$ cat config.mk
export PLATFORM = sky130hd
export DESIGN_NAME = ifu_prefetch_flat
export DESIGN_NICKNAME = d
export VERILOG_FILES = /design/src/rtl/ifu_prefetch_if.sv /design/src/rtl/ifu_prefetch.sv /design/src/flat_wrapper.sv
export SDC_FILE = /design/constraint.sdc
export NUM_CORES = 1
export LEC_CHECK = 0
export CAP_MARGIN = 10
export CORE_AREA = 4 4 174 345
export DETAILED_ROUTE_END_ITERATION = 10
export DIE_AREA = 0 0 178 349
export PLACE_DENSITY = 0.49
export SYNTH_ARGS = -nofsm -noshare
export SYNTH_HDL_FRONTEND = slang
export SYNTH_SLANG_ARGS = --single-unit
$ cat constraint.sdc
create_clock -name clock_in -period 12 [get_ports clock_in]
set_clock_uncertainty 0.05 [all_clocks]
set_input_delay 2.4 -clock clock_in [delete_from_list [all_inputs] [get_ports clock_in]]
set_output_delay 2.4 -clock clock_in [all_outputs]
set_load 0.005 [all_outputs]
$ cat src/rtl/ifu_prefetch_if.sv
// Fetch-unit bus bundle: control inputs, memory request/response channel and
// instruction output channel of the prefetch queue.
interface ifu_prefetch_if #(
    parameter int ADDR_WIDTH = 32,
    parameter int INS_WIDTH  = 32,
    parameter int DEPTH      = 4
);
    localparam int CW = $clog2(DEPTH) + 1;

    logic                  halt_in;
    logic                  redirect_valid_in;
    logic [ADDR_WIDTH-1:0] redirect_addr_in;
    logic [ADDR_WIDTH-1:0] mem_addr_out;
    logic                  mem_read_out;
    logic                  mem_valid_in;
    logic [INS_WIDTH-1:0]  mem_data_in;
    logic                  ins_valid_out;
    logic [INS_WIDTH-1:0]  ins_data_out;
    logic [ADDR_WIDTH-1:0] ins_pc_out;
    logic                  ins_ready_in;
    logic [CW-1:0]         count_out;
    logic                  idle_out;

    // The prefetch unit itself
    modport slave (
        input  halt_in, redirect_valid_in, redirect_addr_in,
        input  mem_valid_in, mem_data_in, ins_ready_in,
        output mem_addr_out, mem_read_out, ins_valid_out, ins_data_out,
        output ins_pc_out, count_out, idle_out
    );

    // The surrounding core / memory environment
    modport master (
        output halt_in, redirect_valid_in, redirect_addr_in,
        output mem_valid_in, mem_data_in, ins_ready_in,
        input  mem_addr_out, mem_read_out, ins_valid_out, ins_data_out,
        input  ins_pc_out, count_out, idle_out
    );
endinterface

$ cat src/rtl/ifu_prefetch.sv
// Instruction prefetch unit: issues one memory read at a time, queues the
// returned words with their fetch addresses, and hands them to the consumer
// in order. A redirect flushes the queue and discards any response that is
// still in flight for the old fetch stream.
module ifu_prefetch #(
    parameter int                    ADDR_WIDTH = 32,
    parameter int                    INS_WIDTH  = 32,
    parameter int                    DEPTH      = 4,
    parameter int                    PC_STEP    = 4,
    parameter logic [ADDR_WIDTH-1:0] RESET_ADDR = '0
) (
    input logic           clock_in,
    input logic           reset_in,
    ifu_prefetch_if.slave bus
);
    localparam int PW = $clog2(DEPTH);
    localparam int CW = PW + 1;

    typedef enum logic [1:0] {
        ST_IDLE    = 2'd0,
        ST_WAIT    = 2'd1,
        ST_DISCARD = 2'd2
    } state_t;

    state_t                r_state, w_state_next;
    logic [ADDR_WIDTH-1:0] r_fetch_pc, w_fetch_pc_next;
    logic [PW-1:0]         r_head, w_head_next;
    logic [PW-1:0]         r_tail, w_tail_next;
    logic [CW-1:0]         r_count, w_count_arith, w_count_next;

    logic [ADDR_WIDTH-1:0] r_pc_mem   [DEPTH];
    logic [INS_WIDTH-1:0]  r_data_mem [DEPTH];

    logic                  r_mem_read;
    logic                  r_idle;
    logic                  r_ins_valid;
    logic [INS_WIDTH-1:0]  r_ins_data, w_ins_data_next;
    logic [ADDR_WIDTH-1:0] r_ins_pc, w_ins_pc_next;

    logic w_pop, w_push, w_room, w_redirect;

    assign w_redirect    = bus.redirect_valid_in;
    assign w_pop         = r_ins_valid & bus.ins_ready_in;
    assign w_push        = (r_state == ST_WAIT) & bus.mem_valid_in & ~w_redirect;
    assign w_count_arith = r_count + CW'(w_push) - CW'(w_pop);
    assign w_room        = (w_count_arith < CW'(DEPTH));

    // Next state, fetch address, queue pointers and the head-slot view
    always_comb begin
        // NOTE: every signal gets a default before any branch, otherwise an
        // unassigned path would infer a latch.
        w_state_next    = r_state;
        w_fetch_pc_next = r_fetch_pc;
        w_head_next     = r_head + PW'(w_pop);
        w_tail_next     = r_tail + PW'(w_push);
        w_count_next    = w_count_arith;

        if (w_redirect) begin
            w_fetch_pc_next = bus.redirect_addr_in;
            w_head_next     = '0;
            w_tail_next     = '0;
            w_count_next    = '0;
        end else if (w_push) begin
            w_fetch_pc_next = r_fetch_pc + ADDR_WIDTH'(PC_STEP);
        end

        case (r_state)
            ST_IDLE: begin
                if (!w_redirect && !bus.halt_in && w_room)
                    w_state_next = ST_WAIT;
            end
            ST_WAIT: begin
                if (w_redirect)
                    w_state_next = bus.mem_valid_in ? ST_IDLE : ST_DISCARD;
                else if (bus.mem_valid_in)
                    w_state_next = (!bus.halt_in && w_room) ? ST_WAIT : ST_IDLE;
            end
            ST_DISCARD: begin
                if (bus.mem_valid_in)
                    w_state_next = ST_IDLE;
            end
            default: w_state_next = ST_IDLE;
        endcase

        // The word being written this edge lands in the new head slot when
        // the queue was empty (or is being emptied) -- bypass storage then.
        if (w_push && (r_tail == w_head_next)) begin
            w_ins_data_next = bus.mem_data_in;
            w_ins_pc_next   = r_fetch_pc;
        end else begin
            w_ins_data_next = r_data_mem[w_head_next];
            w_ins_pc_next   = r_pc_mem[w_head_next];
        end
    end

    // State, pointers and registered outputs
    always_ff @(posedge clock_in or posedge reset_in) begin
        if (reset_in) begin
            // NOTE: sequential state uses non-blocking assignments so every
            // register samples pre-edge values regardless of statement order.
            r_state     <= ST_IDLE;
            r_fetch_pc  <= RESET_ADDR;
            r_head      <= '0;
            r_tail      <= '0;
            r_count     <= '0;
            r_mem_read  <= 1'b0;
            r_idle      <= 1'b1;
            r_ins_valid <= 1'b0;
            r_ins_data  <= '0;
            r_ins_pc    <= '0;
        end else begin
            r_state     <= w_state_next;
            r_fetch_pc  <= w_fetch_pc_next;
            r_head      <= w_head_next;
            r_tail      <= w_tail_next;
            r_count     <= w_count_next;
            r_mem_read  <= (w_state_next != ST_IDLE);
            r_idle      <= (w_state_next == ST_IDLE);
            r_ins_valid <= (w_count_next != '0);
            r_ins_data  <= w_ins_data_next;
            r_ins_pc    <= w_ins_pc_next;
        end
    end

    // Queue storage: responses written at the tail
    always_ff @(posedge clock_in or posedge reset_in) begin
        if (reset_in) begin
            // NOTE: the storage array is cleared on reset because the head
            // slot is always visible on the outputs and must read as zero.
            for (int i = 0; i < DEPTH; i++) begin
                r_pc_mem[i]   <= '0;
                r_data_mem[i] <= '0;
            end
        end else if (w_push) begin
            r_pc_mem[r_tail]   <= r_fetch_pc;
            r_data_mem[r_tail] <= bus.mem_data_in;
        end
    end

    assign bus.mem_addr_out  = r_fetch_pc;
    assign bus.mem_read_out  = r_mem_read;
    assign bus.idle_out      = r_idle;
    assign bus.count_out     = r_count;
    assign bus.ins_valid_out = r_ins_valid;
    assign bus.ins_data_out  = r_ins_data;
    assign bus.ins_pc_out    = r_ins_pc;

endmodule

$ cat src/flat_wrapper.sv
// flat-port wrapper written by rule: the top's interface ports become plain ports
module ifu_prefetch_flat 
#(
    parameter int                    ADDR_WIDTH = 32,
    parameter int                    INS_WIDTH  = 32,
    parameter int                    DEPTH      = 4,
    parameter int                    PC_STEP    = 4,
    parameter logic [ADDR_WIDTH-1:0] RESET_ADDR = '0
)
  (clock_in, reset_in, bus_halt_in, bus_redirect_valid_in, bus_redirect_addr_in, bus_mem_valid_in, bus_mem_data_in, bus_ins_ready_in, bus_mem_addr_out, bus_mem_read_out, bus_ins_valid_out, bus_ins_data_out, bus_ins_pc_out, bus_count_out, bus_idle_out);
  ifu_prefetch_if #(.ADDR_WIDTH(ADDR_WIDTH), .INS_WIDTH(INS_WIDTH), .DEPTH(DEPTH)) bus_i ();
  input logic clock_in;
  input logic reset_in;
  input wire logic [$bits(bus_i.halt_in)-1:0] bus_halt_in;
  input wire logic [$bits(bus_i.redirect_valid_in)-1:0] bus_redirect_valid_in;
  input wire logic [$bits(bus_i.redirect_addr_in)-1:0] bus_redirect_addr_in;
  input wire logic [$bits(bus_i.mem_valid_in)-1:0] bus_mem_valid_in;
  input wire logic [$bits(bus_i.mem_data_in)-1:0] bus_mem_data_in;
  input wire logic [$bits(bus_i.ins_ready_in)-1:0] bus_ins_ready_in;
  output wire logic [$bits(bus_i.mem_addr_out)-1:0] bus_mem_addr_out;
  output wire logic [$bits(bus_i.mem_read_out)-1:0] bus_mem_read_out;
  output wire logic [$bits(bus_i.ins_valid_out)-1:0] bus_ins_valid_out;
  output wire logic [$bits(bus_i.ins_data_out)-1:0] bus_ins_data_out;
  output wire logic [$bits(bus_i.ins_pc_out)-1:0] bus_ins_pc_out;
  output wire logic [$bits(bus_i.count_out)-1:0] bus_count_out;
  output wire logic [$bits(bus_i.idle_out)-1:0] bus_idle_out;
  assign bus_i.halt_in = bus_halt_in;
  assign bus_i.redirect_valid_in = bus_redirect_valid_in;
  assign bus_i.redirect_addr_in = bus_redirect_addr_in;
  assign bus_i.mem_valid_in = bus_mem_valid_in;
  assign bus_i.mem_data_in = bus_mem_data_in;
  assign bus_i.ins_ready_in = bus_ins_ready_in;
  assign bus_mem_addr_out = bus_i.mem_addr_out;
  assign bus_mem_read_out = bus_i.mem_read_out;
  assign bus_ins_valid_out = bus_i.ins_valid_out;
  assign bus_ins_data_out = bus_i.ins_data_out;
  assign bus_ins_pc_out = bus_i.ins_pc_out;
  assign bus_count_out = bus_i.count_out;
  assign bus_idle_out = bus_i.idle_out;
  ifu_prefetch #(.ADDR_WIDTH(ADDR_WIDTH), .INS_WIDTH(INS_WIDTH), .DEPTH(DEPTH), .PC_STEP(PC_STEP), .RESET_ADDR(RESET_ADDR)) u_core (.clock_in(clock_in), .reset_in(reset_in), .bus(bus_i));
endmodule
==> results by group, run 1 <==
Finish
  • Area growth from synthesis to layout: 22.1%
  • Finished layout cell area: between 20,000 and 25,000 sq um
  • Most frequent cells in the layout: dfrtp_1 (363), mux2_2 (257), mux2i_1 (193)
  • Final net count: 1,357
  • Commonest non-fill, non-tap cell in the layout: dfrtp_1
  • Share of layout cells above drive strength 1: 0.305

Pwr
  • Clock Power Share: 0.310
  • Internal power: approximately 2.8 mW
  • Leak: 9.82 nW
  • Maximum vdd drop: 0.0961 mV
  • Switching Share: 0.268
  • Logic pwr share: 0.264
  • Power per standard cell area: roughly 190 nW/um^2
  • Part of the power in registers: 0.427
  • Sw power: 1.03 mW

STA
  • Final min period: 5.24 ns
  • RSZ-0062 raised after global routing: no
  • Fmax achieved: 0.191 GHz
  • Worst slew margin: 0.255
  • Max-slew violations: 0
  • Setup_tns: 0 ns
  • Worst-margin pin slew: 1.12 ns
  • Finish-stage setup viols: 0
  • Final Hold Vio Count: 0
  • Final worst-path cycle share: 0.436

Yosys
  • Yosys warns: 0
  • Synth Instances: 1,138
  • Distinct cell type count after synthesis: 40
  • Top FF cell, synth: dfrtp_1
  • Cell Area, Synth: approximately 16,000 sq um
  • Post-synth ARST share: 1.00
  • Yosys reg bits: 364
  • Sequential fraction of the synthesis area: 0.553
  • Syn Area/Cell: 14.5 sq um
  • Post-Syn Nets: 1,212
  • Post-synth EDFFs: 0

Global route
  • Gr ovfl total: 0
  • Vias in the first global route: around 11k
  • Antenna violations before repair: 1
  • Wire length of the first global-routing pass: ~64,000 um
  • Largest net degree at the start of global routing: between 150 and 200
  • Global Route Usage Sum: 0.134

Detailed routing
  • Iter 0 DRT Violations: 324
  • WL final: between 40,000 and 50,000 um
  • Routed vias: 9,558
  • Routed wire length per instance: 20.0 um
  • Vias per std cell: roughly 4.6
  • DRC Markers: 0
  • First-pass DRT Iterations: 4
  • Post-route ant nets: 0

Placed design
  • IO buf count: 171
  • Area after DPL: 18,900 sq um
  • DP HPWL: around 25,000 um
  • Routability cong.: 0.694

Setup path
  • Startpoint types: primary input
  • Required time worst endpoint: 12.37 ns
  • Max FO, Critical Path: 42
  • Crit path DAT: 5.61 ns
  • Setup Crit Path Kind: primary input to register
  • Setup crit end kind: register
  • R2R setup slack: about 8.7 ns

Clocking
  • CTS tree: built
  • Num CTS Buffers: 38
  • H-tree Lvls: 2
  • Post_cts resized: 0
  • Max Root-Sink Buffers: 3
  • Postcts setup bufs: 0
  • Clock Tree Root: clkbuf_16
  • Total clock sinks: 364
  • Clock-pin slew on the worst setup and hold paths: approximately 0.06 ns
  • Worst-Skew Late Latency: 0.54 ns
  • Post-CTS Hold Buffers: 0

Die
  • Die width: 178 um
  • Die area: 62,100 sq um
  • DIE HEIGHT: between 300 and 400 um
  • Area of the core: 57,200 sq um
  • I/O pin count: 172
  • Num rows: 124
  • Starting Density: 0.288

Flow run
  • Max Cap Viol: 0

Worst hold path
  • Worst Hold Class: register to register

Run status
  • Status: completed
-- flip-flops by register name (all words and copies together) (netlist names) --
name                      count
u_core.bus.ins_data_out      32
u_core.r_pc_mem             128
u_core.bus.mem_read_out       1
u_core.r_head                 2
u_core.r_tail                 2
u_core.r_state                2
u_core.bus.ins_pc_out        32
u_core.bus.count_out          3
u_core.bus.ins_valid_out      1
u_core.bus.idle_out           1
u_core.r_data_mem           128
u_core.bus.mem_addr_out      32
-- synthesized netlist by cell type (all sizes together) (3+ instances only) --
master / count / area (sq um)
ha: 3 / 37.5
nor2: 10 / 40.0
nor2b: 5 / 31.3
and3: 7 / 43.8
dfrtp: 363 / 9080
mux2: 327 / 3910
nand2: 37 / 139
o21ai: 26 / 130
xor2: 22 / 193
buf: 66 / 370
nand3b: 4 / 42.5
inv: 5 / 18.8
xnor2: 13 / 114
nand3: 9 / 62.6
mux2i: 194 / 1950
clkbuf: 15 / 56.3
nand4: 16 / 100
-- critical path: stages --
cell             delay [ns]
clkdlybuf4s50_1        0.52
nand3_1                0.10
mux2_4                 0.60
xnor2_1                0.19
nand3_4                0.46
buf_4                  0.82
mux2_2                 0.42
-- cell type report --
cell class,instances,area (sq um)
Clock buffer,56,1090
Tap cell,756,946
Fill cell,5515,37100
Timing Repair Buffer,186,1840
Inverter,5,22.5
Antenna cell,1,2.50
Multi-Input combinational cell,688,6950
Clock inverter,10,156
Sequential cell,364,9110
-- stage by stage --
step | setup WS [ns] | total power, mW | util | hold WS [ns] | std cells
2_1_floorplan | 4.67 | 2.27 | - | 0.408 | 1138
3_3_place_gp | 6.17 | 2.69 | 0.330 | 0.417 | 1999
3_5_place_dp | 6.15 | 2.71 | 0.330 | 0.426 | 1999
4_1_cts | 6.73 | 3.94 | 0.351 | 0.441 | 2065
5_1_grt | 6.60 | 4.08 | 0.351 | 0.460 | 2065
6_report | 6.76 | 3.86 | 0.351 | 0.432 | 2066
-- layer usage --
| layer | share of wire | track usage | up-vias |
|---|---|---|---|
| met3 | 0.044 | 0.0241 | 53 |
| li1 | - | - | 4322 |
| met1 | 0.43 | 0.168 | 4972 |
| met2 | 0.50 | 0.231 | 209 |
| met5 | 0.00032 | 0 | - |
| met4 | 0.025 | 0.0419 | 2 |
-- power groups by stage --
stage / combinational, mW / clock [mW] / sequential [mW]
floorplan: 0.646 / 0 / 1.62
global placement: 1.03 / 0 / 1.67
detailed placement: 1.04 / 0 / 1.67
CTS: 1.05 / 1.25 / 1.65
global route: 1.11 / 1.29 / 1.68
finish: 1.02 / 1.19 / 1.64
-- kinds of logic after synthesis --
group                    Yosys count  share of synthesized area
AND/OR/NAND/NOR                  100                     0.0338
XOR/XNOR                          35                     0.0186
AO/OA/AOI/OAI                     28                    0.00858
buffers and inverters             86                     0.0270
flip-flops                       364                      0.553
adder cells (fa/ha/maj)            4                    0.00349
multiplexers                     521                      0.355
-- final timing paths --
path | to | cells past startpoint | start
setup / recovery | u_core.bus.ins_data_out[31]$_DFF_PP0_ | 7 | bus_ins_ready_in
max in group asynchronous | u_core.r_data_mem[41]$_DFFE_PP0P_ | 4 | reset_in
hold reg to reg | u_core.r_data_mem[119]$_DFFE_PP0P_ | 1 | u_core.r_data_mem[119]$_DFFE_PP0P_
min in group asynchronous | u_core.bus.ins_data_out[26]$_DFF_PP0_ | 2 | reset_in
hold / removal | u_core.r_data_mem[119]$_DFFE_PP0P_ | 1 | u_core.r_data_mem[119]$_DFFE_PP0P_
setup reg to reg | u_core.bus.ins_data_out[31]$_DFF_PP0_ | 6 | u_core.bus.ins_valid_out$_DFF_PP0_
No activity file was read; power rests on OpenSTA's default activity.
==> run 2: changes to the inputs <==
Clock period 12 ns to 4.4 ns, I/O delays scaled along.
==> results by group, run 2 (synthesis gave the netlist of run 1 again) <==
Clocking
  • Clock Tree Root: clkbuf_16
  • Postcts setup bufs: 0 (unchanged)
  • Worst-Skew Late Latency: 0.54 ns (about the same)
  • Post_cts resized: 0 (unchanged)
  • CTS tree: built
  • Clock-pin slew on the worst setup and hold paths: 0.06 ns (about the same)
  • Max Root-Sink Buffers: 3 (unchanged)
  • Total clock sinks: 364 (unchanged)
  • Post-CTS Hold Buffers: 0 (unchanged)
  • Num CTS Buffers: 37 (-2.6%)
  • H-tree Lvls: 2 (unchanged)

Setup path
  • Crit path DAT: 3.53 ns (-2.08 ns)
  • Setup Crit Path Kind: primary input to register
  • R2R setup slack: 1.54 ns (-7.14 ns)
  • Reg-to-reg endpoint: u_core.bus.ins_data_out[23]$_DFF_PP0_
  • Max FO, Critical Path: 129 (+210%)
  • Setup crit end kind: register
  • Required time worst endpoint: 4.76 ns (-7.61 ns)
  • Startpoint types: primary input
  • Worst R2R Start: u_core.bus.ins_valid_out$_DFF_PP0_
  • Worst Reg2Reg Path Length in Cells: 6 (unchanged)

STA
  • Worst hold margin: 0.436 ns (+0.00405 ns)
  • Fmax achieved: about 0.32 GHz
  • Finish-stage setup viols: 0 (unchanged)
  • Max-slew violations: 0 (unchanged)
  • Final worst-path cycle share: 0.719
  • Worst-margin pin slew: 1.21 ns (+0.0905 ns)
  • Final Hold Vio Count: 0 (unchanged)
  • Final min period: 3.16 ns
  • RSZ-0062 raised after global routing: no
  • Worst slew margin: 0.195 (-0.0603)

Pwr
  • Maximum vdd drop: 0.273 mV (+180%)
  • Power per standard cell area: 516 nW/um^2 (+170%)
  • Leak: 9.90 nW (+0.82%)

Detailed routing
  • Post-route ant nets: 0 (unchanged)
  • First-pass DRT Iterations: 4 (unchanged)
  • Routed vias: 9,620 (+0.65%)
  • Vias per std cell: 4.63 (about the same)
  • WL final: 40,500 um (-1.8%)
  • DRC Markers: 0 (unchanged)
  • Iter 0 DRT Violations: 316 (-2.5%)
  • Routed wire length per instance: 19.5 um (-2.4%)

Global route
  • Antenna violations before repair: 5 (+4)
  • Global Route Usage Sum: 0.133 (-0.000797)
  • Gr ovfl total: 0 (unchanged)
  • Vias in the first global route: 10.7k (+1.5%)
  • Largest net degree at the start of global routing: 130 (-14%)
  • Wire length of the first global-routing pass: 64,400 um (about the same)

Finish
  • Area growth from synthesis to layout: 22.8%
  • Share of layout cells above drive strength 1: 0.314 (+0.00906)
  • Final Non-Filler Cells: 2,079 (+0.63%)
  • Final net count: 1,364 (+0.52%)
  • Commonest non-fill, non-tap cell in the layout: dfrtp_1
  • Final-layout fill cell count: 5,540 (+0.45%)
  • Most frequent cells in the layout: dfrtp_1 (363), mux2_2 (257), mux2i_1 (193)
  • Largest regs: u_core.r_data_mem (128), u_core.r_pc_mem (128)

Die
  • Die width: 178 um (unchanged)
  • Num rows: 124 (unchanged)
  • Die area: 62,100 sq um (unchanged)
  • Area of the core: 57,200 sq um (unchanged)
  • DIE HEIGHT: 349 um (unchanged)
  • I/O pin count: 172 (unchanged)
  • Starting Density: 0.288 (unchanged)

Placed design
  • Cells after DPL: 2,007 (+0.40%)
  • IO buf count: 171 (unchanged)
  • Routability cong.: 0.730 (+5.2%)
  • DP HPWL: 25,500 um (+2.1%)

Worst hold path
  • Worst Hold Class: register to register
  • Hold depth: 1 (unchanged)
  • WHS Endpoint: u_core.r_pc_mem[113]$_DFFE_PP0P_
  • Hold Path Origin: u_core.r_pc_mem[113]$_DFFE_PP0P_

Run status
  • Status: completed

Flow run
  • Max Cap Viol: 0 (unchanged)
run 2: layer usage:
layer  GRT usage  wire (um)  vias to the layer above  share of wire
met2       0.234      20700                      200           0.51
met3      0.0259       1790                       61          0.044
met1       0.161      16900                     4999           0.42
met4      0.0444       1120                        4          0.028
met5           0         27                        -        0.00067
li1            -          -                     4356              -
run 2: power breakdown:
group	internal, mW	leakage, nW	switching, mW
registers	4.06	4.81	0.403
logic	1.75	4.47	1.03
clock network	1.84	0.612	1.35
run 2: critical path: stages:
cell             delay (ns)
clkdlybuf4s50_1        0.43
nand2_1                0.19
mux2i_4                0.32
buf_12                 0.65
mux2i_1                0.31
mux2i_1                0.11
mux2_4                 0.29
run 2: worst max-delay path by stage:
| stage | from | to | slack (ns) | cells past startpoint |
|---|---|---|---|---|
| after floorplan | reset_in | u_core.bus.count_out[0]$_DFF_PP0_ | -1.41 | 1 |
| after global placement | bus_mem_valid_in | u_core.bus.mem_read_out$_DFF_PP0_ | 0.78 | 12 |
| after detailed placement | bus_mem_valid_in | u_core.bus.mem_read_out$_DFF_PP0_ | 0.77 | 12 |
| after CTS | bus_mem_valid_in | u_core.bus.mem_read_out$_DFF_PP0_ | 1.35 | 12 |
| after global routing | bus_mem_valid_in | u_core.bus.mem_read_out$_DFF_PP0_ | 1.17 | 12 |
| final | bus_ins_ready_in | u_core.bus.ins_data_out[23]$_DFF_PP0_ | 1.24 | 7 |
run 2: layout make-up:
type	instances	area (sq um)	share of cell area
clock buffer	55	1130	0.0557
antenna	4	10.0	0.000495
timing repair buffer	194	1970	0.0972
sequential	364	9110	0.450
inverter	5	22.5	0.00111
multi-input combinational	688	6950	0.343
tap	756	946	0.0468
clock inverter	13	100	0.00495
run 2: through the flow:
step           utilization  setup TNS [ns]  total power, mW  setup WS (ns)  instance area (sq um)
6_report             0.353               0             10.4           1.24                  20200
5_1_grt              0.353               0             11.0           1.17                  20200
4_1_cts              0.353               0             10.7           1.35                  20200
3_5_place_dp         0.332               0             7.38          0.771                  19000
3_3_place_gp         0.332               0             7.33          0.780                  19000
2_1_floorplan            -         -512.42             6.18          -1.41                  16500
==> run 3: changes to the inputs <==
Clock period 4.4 ns to 2.7 ns, I/O delays scaled along.
==> results by group, run 3 (synthesis gave the netlist of run 1 again) <==
Run status
  • Status: completed

Detailed routing
  • WL final: 41,800 um (+3.1%)
  • Vias per std cell: 4.57 (-1.2%)
  • First-pass DRT Iterations: 4 (unchanged)
  • Post-route ant nets: 0 (unchanged)
  • DRC Markers: 0 (unchanged)
  • Iter 0 DRT Violations: 308 (-2.5%)
  • Routed wire length per instance: 19.5 um (+0.25%)
  • Routed vias: 9,772 (+1.6%)

Pwr
  • Power per standard cell area: 831 nW/um^2 (+61%)
  • Leak: 10.3 nW (+3.8%)
  • Maximum vdd drop: 0.393 mV (+44%)
  • Design Power: 17.3 mW (+66%)

Finish
  • Most frequent cells in the layout: dfrtp_1 (363), mux2_2 (257), mux2i_1 (193)
  • Commonest non-fill, non-tap cell in the layout: dfrtp_1
  • Area growth from synthesis to layout: 26.8%
  • Final-layout fill cell count: 5,511 (-0.52%)
  • Finished layout cell area: 20,900 sq um (+3.2%)
  • Final Non-Filler Cells: 2,138 (+2.8%)
  • Final core occ: 0.365 (+0.0114)
  • Largest regs: u_core.r_data_mem (128), u_core.r_pc_mem (128)
  • Multi-input gate area: 6950 sq um (unchanged)
  • Final net count: 1,427 (+4.6%)
  • Register Area: 9110 sq um (unchanged)
  • Share of layout cells above drive strength 1: 0.343 (+0.0296)

Clocking
  • Postcts setup bufs: 0 (unchanged)
  • Post-CTS Hold Buffers: 0 (unchanged)
  • Post_cts resized: 0 (unchanged)
  • CTS tree: built
  • Clock Tree Root: clkbuf_16
  • Max Root-Sink Buffers: 3 (unchanged)
  • Num CTS Buffers: 37 (unchanged)
  • Total clock sinks: 364 (unchanged)
  • Clock-pin slew on the worst setup and hold paths: 0.07 ns (about the same)
  • Worst-Skew Late Latency: 0.53 ns (about the same)
  • H-tree Lvls: 2 (unchanged)

Global route
  • Largest net degree at the start of global routing: 62 (-52%)
  • Vias in the first global route: 10.9k (+1.9%)
  • Antenna violations before repair: 2 (-3)
  • Gr ovfl total: 0 (unchanged)
  • Global Route Usage Sum: 0.136 (+0.00354)
  • Wire length of the first global-routing pass: 66,000 um (+2.6%)

Setup path
  • Required time worst endpoint: 3.06 ns (-1.70 ns)
  • Max FO, Critical Path: 2 (-98%)
  • Cell mode on critical path: xnor2_1
  • Slowest cell on the critical path: clkdlybuf4s50_1
  • Top cell family by delay on the critical path: simple AND/OR/NAND/NOR gates
  • Startpoint types: primary input
  • Setup Crit Path Kind: primary input to register
  • Setup crit end kind: register
  • CP Cell Sequence: clkdlybuf4s50_1 -> nand3b_4 -> nor2_2 -> ha_1 -> inv_1 -> fa_1 -> xnor2_1 -> xnor2_1 -> o22ai_1 -> nor3b_1 -> or2_2
  • Max incr delay on CP: 0.58 ns (-0.07 ns)
  • Crit path DAT: 2.85 ns (-0.68 ns)
  • Buffers plus inverters on the worst setup path: 2 (unchanged)
  • R2R setup slack: 0.25 ns (-1.29 ns)

Die
  • Starting Density: 0.288 (unchanged)
  • DIE HEIGHT: 349 um (unchanged)
  • Num rows: 124 (unchanged)
  • Die area: 62,100 sq um (unchanged)
  • Area of the core: 57,200 sq um (unchanged)
  • Die width: 178 um (unchanged)
  • I/O pin count: 172 (unchanged)

Placed design
  • Area after DPL: 19,600 sq um (+3.4%)
  • IO buf count: 171 (unchanged)
  • Cells after DPL: 2,070 (+3.1%)
  • DP HPWL: 28,100 um (+10%)
  • Post-place setup slack: -0.357 ns (-1.13 ns)
  • Routability cong.: 0.738 (+1.1%)

STA
  • Max-slew violations: 0 (unchanged)
  • Finish-stage setup viols: 0 (unchanged)
  • Worst hold margin: 0.324 ns (-0.112 ns)
  • RSZ-0062 raised after global routing: no
  • Setup_tns: 0 ns (unchanged)
  • Final Hold Vio Count: 0 (unchanged)
  • Worst-margin pin slew: 0.518 ns (-0.690 ns)
  • Final worst-path cycle share: 0.921
  • Worst slew margin: 0.654 (+0.460)
  • Final worst slack: 0.214 ns (-1.02 ns)
  • Final min period: between 2 and 2.5 ns
  • Fmax achieved: 0.402 GHz

Flow run
  • Max Cap Viol: 0 (unchanged)

Worst hold path
  • Worst Hold Class: primary input to async pin
## run 3: final cells by class
| type | instances | area share |
|---|---|---|
| antenna | 2 | 0.000240 |
| tap | 756 | 0.0453 |
| multi-input combinational | 688 | 0.333 |
| timing repair buffer | 257 | 0.125 |
| clock inverter | 14 | 0.00887 |
| sequential | 364 | 0.436 |
| inverter | 5 | 0.00108 |
| clock buffer | 52 | 0.0504 |
## run 3: path summary, 6_finish.rpt
path / startpoint / to / cells past startpoint
max: bus_mem_valid_in / u_core.bus.mem_read_out$_DFF_PP0_ / 11
min: reset_in / u_core.bus.ins_data_out[31]$_DFF_PP0_ / 2
max reg2reg: u_core.r_state[1]$_DFF_PP0_ / u_core.bus.mem_read_out$_DFF_PP0_ / 10
min reg2reg: u_core.r_pc_mem[115]$_DFFE_PP0P_ / u_core.r_pc_mem[115]$_DFFE_PP0P_ / 1
max in group asynchronous: reset_in / u_core.bus.ins_pc_out[9]$_DFF_PP0_ / 4
min in group clock_in: u_core.r_pc_mem[115]$_DFFE_PP0P_ / u_core.r_pc_mem[115]$_DFFE_PP0P_ / 1
## run 3: power by group
| part | internal (mW) | leakage, nW | total (mW) | switching, mW |
|---|---|---|---|---|
| Combinational | 3.04 | 4.85 | 4.83 | 1.79 |
| Clock | 3.12 | 0.613 | 5.29 | 2.18 |
| Sequential | 6.61 | 4.81 | 7.23 | 0.612 |
| Total | 12.8 | 10.3 | 17.3 | 4.58 |
## run 3: metal layers
| metal | up-vias | routed length (um) | track usage | part of all wire |
|---|---|---|---|---|
| met3 | 56 | 1780 | 0.0268 | 0.043 |
| met2 | 195 | 21100 | 0.238 | 0.51 |
| met4 | 0 | 1060 | 0.0428 | 0.025 |
| li1 | 4480 | - | - | - |
| met5 | - | 0 | 0 | 0 |
| met1 | 5041 | 17800 | 0.169 | 0.43 |
